**src/rtl/mem_boot_arbiter.sv**
```systemverilog
// Boot sequencer and data-memory arbiter between the pipeline data port and an external loader.
// Optional performance counters are enabled by defining ARB_PERF_CNT_EN.
module mem_boot_arbiter #(
  parameter int unsigned MIN_BOOT_CYCLES = 4,
  parameter int unsigned STARVE_LIMIT    = 8
) (
  input  logic        clk,
  input  logic        rst_n,
  input  logic        p_req,
  input  logic        p_wr,
  input  logic [31:0] p_addr,
  input  logic [31:0] p_wdata,
  input  logic [1:0]  p_size,
  output logic [31:0] p_rdata,
  output logic        p_stall,
  output logic        pc_sel,
  input  logic        l_req,
  input  logic        l_wr,
  input  logic [31:0] l_addr,
  input  logic [31:0] l_wdata,
  input  logic [1:0]  l_size,
  input  logic        l_done,
  output logic        l_gnt,
  output logic [31:0] l_rdata,
  output logic [31:0] m_addr,
  output logic [31:0] m_wdata,
  output logic        m_wr,
  output logic [1:0]  m_size,
  input  logic [31:0] m_rdata,
  output logic [15:0] perf_stall_cnt,
  output logic [15:0] perf_lgnt_cnt
);

  typedef enum logic [1:0] {
    BOOT  = 2'd0,
    START = 2'd1,
    RUN   = 2'd2
  } state_t;

  localparam logic [7:0] MIN_BOOT   = 8'(MIN_BOOT_CYCLES);
  localparam logic [7:0] STARVE_MAX = 8'(STARVE_LIMIT);

  state_t     state;
  logic [7:0] bootCnt;
  logic [7:0] starveCnt;

  logic lGnt;
  logic pGnt;
  logic stall;
  logic pcSel;
  logic forceLoader;

  assign forceLoader = (starveCnt == STARVE_MAX) && l_req;

  // Grants are gated by rst_n so an access presented in the reset cycle never reaches memory.
  always_comb begin
    lGnt  = 1'b0;
    pGnt  = 1'b0;
    stall = 1'b1;
    pcSel = 1'b1;
    if (rst_n) begin
      case (state)
        BOOT: begin
          lGnt  = l_req;
          stall = 1'b1;
          pcSel = 1'b1;
        end
        START: begin
          lGnt  = l_req;
          stall = 1'b0;
          pcSel = 1'b1;
        end
        RUN: begin
          pcSel = 1'b0;
          stall = 1'b0;
          if (forceLoader) begin
            lGnt  = 1'b1;
            stall = p_req;
          end else if (p_req) begin
            pGnt = 1'b1;
          end else if (l_req) begin
            lGnt = 1'b1;
          end
        end
        default: begin
          lGnt  = 1'b0;
          pGnt  = 1'b0;
          stall = 1'b1;
          pcSel = 1'b1;
        end
      endcase
    end
  end

  always_comb begin
    m_addr  = '0;
    m_wdata = '0;
    m_wr    = 1'b0;
    m_size  = '0;
    if (lGnt) begin
      m_addr  = l_addr;
      m_wdata = l_wdata;
      m_wr    = l_wr & l_req;
      m_size  = l_size;
    end else if (pGnt) begin
      m_addr  = p_addr;
      m_wdata = p_wdata;
      m_wr    = p_wr & p_req;
      m_size  = p_size;
    end
  end

  assign l_gnt   = lGnt;
  assign l_rdata = lGnt ? m_rdata : '0;
  assign p_rdata = pGnt ? m_rdata : '0;
  assign p_stall = stall;
  assign pc_sel  = pcSel;

  always_ff @(posedge clk) begin
    if (!rst_n) begin
      state     <= BOOT;
      bootCnt   <= '0;
      starveCnt <= '0;
    end else begin
      case (state)
        BOOT: begin
          if (bootCnt != MIN_BOOT) bootCnt <= bootCnt + 8'd1;
          if (l_done && (bootCnt == MIN_BOOT)) state <= START;
        end
        START: begin
          state     <= RUN;
          starveCnt <= '0;
        end
        RUN: begin
          if (l_req && !lGnt) begin
            if (starveCnt != STARVE_MAX) starveCnt <= starveCnt + 8'd1;
          end else begin
            starveCnt <= '0;
          end
        end
        default: state <= BOOT;
      endcase
    end
  end

`ifdef ARB_PERF_CNT_EN
  logic [15:0] stallCnt;
  logic [15:0] lgntCnt;

  always_ff @(posedge clk) begin
    if (!rst_n) begin
      stallCnt <= '0;
      lgntCnt  <= '0;
    end else begin
      if ((state == RUN) && stall && (stallCnt != '1)) stallCnt <= stallCnt + 16'd1;
      if (lGnt && (lgntCnt != '1)) lgntCnt <= lgntCnt + 16'd1;
    end
  end

  assign perf_stall_cnt = stallCnt;
  assign perf_lgnt_cnt  = lgntCnt;
`else
  assign perf_stall_cnt = '0;
  assign perf_lgnt_cnt  = '0;
`endif

endmodule

```
**config.mk**
```make
export PLATFORM = sky130hd
export DESIGN_NAME = mem_boot_arbiter
export DESIGN_NICKNAME = d
export VERILOG_FILES = /design/src/rtl/mem_boot_arbiter.sv
export SDC_FILE = /design/constraint.sdc
export NUM_CORES = 1
export LEC_CHECK = 0
export ABC_CLOCK_PERIOD_IN_PS = 4350
export CAP_MARGIN = 20
export CORE_AREA = 5 5 126 128
export CTS_CLUSTER_SIZE = 28
export DETAILED_ROUTE_END_ITERATION = 16
export DIE_AREA = 0 0 131 133
export HOLD_SLACK_MARGIN = 0.05
export PLACE_DENSITY_LB_ADDON = 0.15
export SYNTH_ARGS = -nofsm -noshare
export SYNTH_HDL_FRONTEND = slang
export SYNTH_SLANG_ARGS = --single-unit
export TNS_END_PERCENT = 10
```
**constraint.sdc**
```tcl
create_clock -name clk -period 4.35 [get_ports clk]
set_clock_uncertainty 0.15 [all_clocks]
set_input_delay 0.87 -clock clk [delete_from_list [all_inputs] [get_ports clk]]
set_output_delay 0.87 -clock clk [all_outputs]
set_load 0.005 [all_outputs]
```
## Word level (Yosys, flattened, before mapping)

Cells that the tools add are included.

| storage, ports and cells | value |
|---|---|
| bits of input ports | 171 |
| register bits | 18 |
| output and inout bits | 166 |
| logic and storage cells | 55 |

| cells by class | value |
|---|---|
| bitwise operators | 3 |
| mux-type cells | 29 |
| reductions and logical operators | 10 |
| equality and inequality tests | 8 |
| add/subtract/negate cells | 2 |

Operators by type and width:

| operator | count |
|---|---|
| 32-bit 2-to-1 mux | 6 |
| 8-bit by 1-bit adder with 8-bit output, second input constant | 2 |
| 8-bit 2-to-1 mux | 2 |
| 8-bit one-hot mux with 2 select lines | 1 |
| 1-bit 2-to-1 mux | 14 |
| 8-bit by 3-bit == test with 1-bit output, second input constant | 1 |
| 8-bit by 4-bit == test with 1-bit output, second input constant | 1 |
| 8-bit by 3-bit != test with 1-bit output, second input constant | 1 |
| 8-bit by 4-bit != test with 1-bit output, second input constant | 1 |
| 2-bit 2-to-1 mux | 3 |
| 2-bit one-hot mux with 3 select lines | 1 |
| 2-bit AND reduction | 3 |
| 1-bit one-hot mux with 2 select lines | 2 |
| 1-bit logical AND | 3 |
| 3-bit != test, second input constant | 1 |
| 1-bit AND | 2 |
| 2-bit by 1-bit == test with 1-bit output, second input constant | 1 |
| 2-bit == test, second input constant | 1 |
| 2-bit logical NOT | 1 |
| 2-bit != test, second input constant | 1 |
| 2-bit nonzero test | 1 |
| 2-bit OR reduction | 1 |
| 1-bit logical NOT | 1 |
| 1-bit inverter | 1 |

## Depth between registers and ports, before layout

| depth | value |
|---|---|
| depth in word-level cells | 9 |
| mapped depth | 7 |
| mapped depth without buffers | 6 |

## Worst setup path before layout

No wires, ideal clock.

| timing path | value |
|---|---|
| kind | input -> output |
| start point | input port rst_n |
| end point | output port m_addr[10] |
| path buffers | 3 |
| setup slack | 1.397 ns |
| arrival time | 1.933 ns |
| required time | 3.330 ns |
| cell stages on the path | 6 |
| cells stage by stage | buf_2 > nand3_1 > a31oi_4 > buf_2 > buf_2 > a22o_1 |

| on the way | value |
|---|---|
| longest elaborated chain between the ends | 3 |
| elaborated cells between the ends (all ways) | 4 |
| classes of those cells | mux (4) |

Ends and longest elaborated chain:

| item | line | text |
|---|---|---|
| start, declared | 8 | `input logic rst_n,` |
| 1-bit 2-to-1 mux | 61 | `if (rst_n) begin` |
| 32-bit 2-to-1 mux | 105 | `end else if (pGnt) begin` |
| 32-bit 2-to-1 mux (*) | 100 | `if (lGnt) begin` |
| end, declared | 25 | `output logic [31:0] m_addr,` |

Every way passes the cells marked *; elsewhere a longest branch is shown, timed or not.

## Final worst setup path

| timing path | value |
|---|---|
| start point | input port l_req |
| end point | output port m_wdata[12] |

| on the way | value |
|---|---|
| longest elaborated chain between the ends | 6 |
| elaborated cells between the ends (all ways) | 11 |
| classes of those cells | mux (10); reduce/logical (1) |

Ends and longest elaborated chain:

| item | line | text |
|---|---|---|
| start, declared | 17 | `input logic l_req,` |
| 1-bit 2-to-1 mux or 1-bit logical AND (tied branches) | 81, 53 |  |
| 1-bit 2-to-1 mux, on equally long branches | 79, 76 |  |
| 1-bit 2-to-1 mux, on equally long branches | 76, 62 |  |
| 1-bit one-hot mux with 2 select lines or 1-bit 2-to-1 mux (tied branches) | 62, 61 |  |
| 1-bit 2-to-1 mux or 32-bit 2-to-1 mux (tied branches) | 61, 105 |  |
| 32-bit 2-to-1 mux (*) | 100 |  |
| end, declared | 26 | `output logic [31:0] m_wdata,` |

Marks and branches as above.

==> results by group <==
Run status
  • Outcome: finished, final reports clean

Hold path
  • Hold Crit Class: reg2reg

Setup path
  • Critical-path cell list: clkdlybuf4s50_1, nand2_1, or2_2, o22ai_4, buf_4, a22o_1, clkdlybuf4s50_1
  • CP top delay family: buffers and inverters
  • Buf/Inv on CP: 3
  • Slowest cell on the critical path: clkdlybuf4s50_1
  • Critical path class: in2out
  • Critical Path Start Type: input pin
  • Arrival @ worst endpoint: 3.12 ns
  • Crit-path most repeated cell: clkdlybuf4s50_1
  • Critical Path Fanout Max: 31
  • Crit end category: primary output
  • CP peak stage delay: 0.56 ns
  • Required time of the critical path: 3.33 ns

STA
  • FMAX: 0.2415 GHz
  • Crit path time final: 4.140 ns
  • Setup tns final: 0 ns
  • RSZ-0062 raised after global routing: false
  • # setup viols final: 0
  • Hold_ws: 0.3355 ns
  • Max-Slew Margin vs Limit: 59.22%
  • Max-slew violations: 0
  • Worst-margin pin slew: 0.6063 ns
  • Hold Fails Final Rpt: 0
  • Final period utilization: 95.18%

Synthesis
  • Post-Synthesis Cells: 297
  • Post-synth EDFFs: 0
  • Sequential cell area fraction in the yosys report: 15.58%
  • Mean Syn Cell Area: 7.789 sq um
  • Post-synth ARST share: 0%
  • Synth cell types: 43
  • Synthesis warning total: 0
  • Yosys reg bits: 18
  • Top_reg_cell synth: dfxtp_1
  • Synth Cell Area: 2313 sq um

Power
  • Leakage: 2.101 nW
  • Power consumption: 0.7764 mW
  • Max IR drop VDD: 0.0001782 V
  • Pwr dens: 140.6 nW/um^2

Detailed routing
  • Initial DRC count: 156
  • DR pass1 iterations: 7
  • DRC: 0
  • Final wirelength: 14.69 mm
  • Post-DRT Antenna Nets: 0
  • WL/cell: 18.95 um
  • DR vias: 3,225
  • Via density: 4.161

GRT
  • Grt total ovfl: 0
  • Vias in the first global route: 3,201
  • GRT Util Overall: 14.92%
  • Initial antenna violation count: 1
  • Maximum number of pins on one net before global-route repair: 70
  • First-pass GRT wire length: 20.00 mm

Clock network
  • Hold_buf cts: 0
  • H-Tree Depth: 1
  • CTS tree: built
  • Setup Buffers After CTS: 0
  • PostCTS Resize Cnt: 0
  • Reg clk slew, reported paths: 0.05 ns
  • CTS Sinks: 18
  • Root buf cell: clkbuf_16
  • Maximum root-to-sink buffer count: 2
  • Cts bufs inserted: 3
  • Clk_lat worst skew: 0.24 ns

Floorplan
  • Starting Density: 15.68%
  • Die X: 131 um
  • Die ar.: 17,420 sq um
  • Core area: 14,750 sq um
  • Die height: 133 um
  • Top Ports: 337
  • # rows: 45

Finish
  • Area grow syn2layout: 138.7%
  • Antenna Diode Count: 0
  • Final core utilization: 37.44%
  • Layout cells sized above 1: 3.066%
  • Final Non-Filler Cells: 775
  • Nets: 764

Placement
  • DPL Wire Length: 12.43 mm
  • Placed insts: 772
  • IO buf count: 304
  • Gp weighted congestion: 0.8426

Run
  • Max_cap viols: 0
## layout by cell type, fill, tap and decap left out, types with 2 or more instances in the layout
master	count
and2_1	64
a22o_1	67
buf_12	2
conb_1	32
nor2_1	11
clkdlybuf4s50_1	304
buf_4	4
clkbuf_16	3
nand2b_1	4
xnor2_1	2
nand2_1	12
inv_1	5
nand3_1	8
o21ai_0	2
xor2_1	3
mux2i_1	4
nand4_1	2
dfxtp_1	18
ha_1	4
a31oi_1	5
a21oi_1	6
and3_1	3
## state kept, by name (all words and copies together), names as in the netlist
name and cells:
state 2, starveCnt 8, bootCnt 8
## area by class of cell
type                            instances  area, sq um
Inverter                                6        22.52
Sequential cell                        18        360.3
Clock buffer                            3        75.07
Timing Repair Buffer                  310         3113
Fill cell                            1508         9229
Multi-Input combinational cell        250         1717
Tap cell                              188        235.2
## power by group
part / internal, mW / total, mW / leakage [nW] / switching (mW)
Sequential: 0.171 / 0.178 / 0.146 / 0.00703
Combinational: 0.288 / 0.419 / 1.92 / 0.131
Clock: 0.121 / 0.179 / 0.0370 / 0.0584
Total: 0.580 / 0.776 / 2.10 / 0.197
## cell families (layout without fill, tap and decap cells)
kind of cell / Yosys count / in the layout / synth area share, %
other: 1 / 32 / 0.1621
multiplexers: 4 / 4 / 1.731
AO/OA/AOI/OAI: 89 / 89 / 32.72
XOR/XNOR: 5 / 5 / 1.893
flip-flops: 18 / 18 / 15.58
adder cells (fa/ha/maj): 4 / 4 / 2.163
buffers and inverters: 60 / 319 / 15.58
AND/OR/NAND/NOR: 116 / 116 / 30.18
## worst register-to-register path, stage by stage (launching register included)
cell      delay [ns]
dfxtp_1         0.33
inv_1           0.07
ha_1            0.16
or4b_2          0.60
o311ai_2        0.29
nor3_1          0.10
mux2i_1         0.13
## synth_stat cells (2+ instances only)
cell | n | area [sq um]
a22o_1 | 67 | 586.8
and2_1 | 64 | 400.4
buf_4 | 32 | 240.2
dfxtp_1 | 18 | 360.4
buf_2 | 12 | 60.06
nand2_1 | 12 | 45.04
nor2_1 | 11 | 41.29
clkbuf_1 | 10 | 37.54
nand3_1 | 8 | 40.04
a21oi_1 | 6 | 30.03
a31oi_1 | 5 | 31.28
inv_1 | 5 | 18.77
ha_1 | 4 | 50.05
mux2i_1 | 4 | 40.04
nand2b_1 | 4 | 25.02
and3_1 | 3 | 18.77
xor2_1 | 3 | 26.28
nand4_1 | 2 | 12.51
o21ai_0 | 2 | 10.01
xnor2_1 | 2 | 17.52
## metal layers
metal | GRT usage (%) | up-vias | share of wire (%)
met5 | 0 | - | 0.089
met4 | 2.800 | 2 | 1.3
met3 | 2.342 | 14 | 7.9
met2 | 28.30 | 150 | 53
met1 | 17.36 | 1470 | 37
li1 | - | 1589 | -
## stage by stage
step | cell area (sq um) | setup slack, ns
2_1_floorplan | 2430 | 1.397
3_3_place_gp | 5448 | 0.2244
3_5_place_dp | 5448 | 0.2075
4_1_cts | 5523 | 0.2079
5_1_grt | 5523 | 0.1106
6_report | 5523 | 0.2096
## worst paths after layout
kind                     start      endpoint  slack [ns]  cells past startpoint
setup / recovery         l_req   m_wdata[12]        0.21                      7
setup reg to reg    bootCnt[0]    bootCnt[7]        2.41                      6
hold / removal    starveCnt[7]  starveCnt[7]        0.34                      1
hold reg to reg   starveCnt[7]  starveCnt[7]        0.34                      1
No activity file was read; power rests on OpenSTA's default activity.
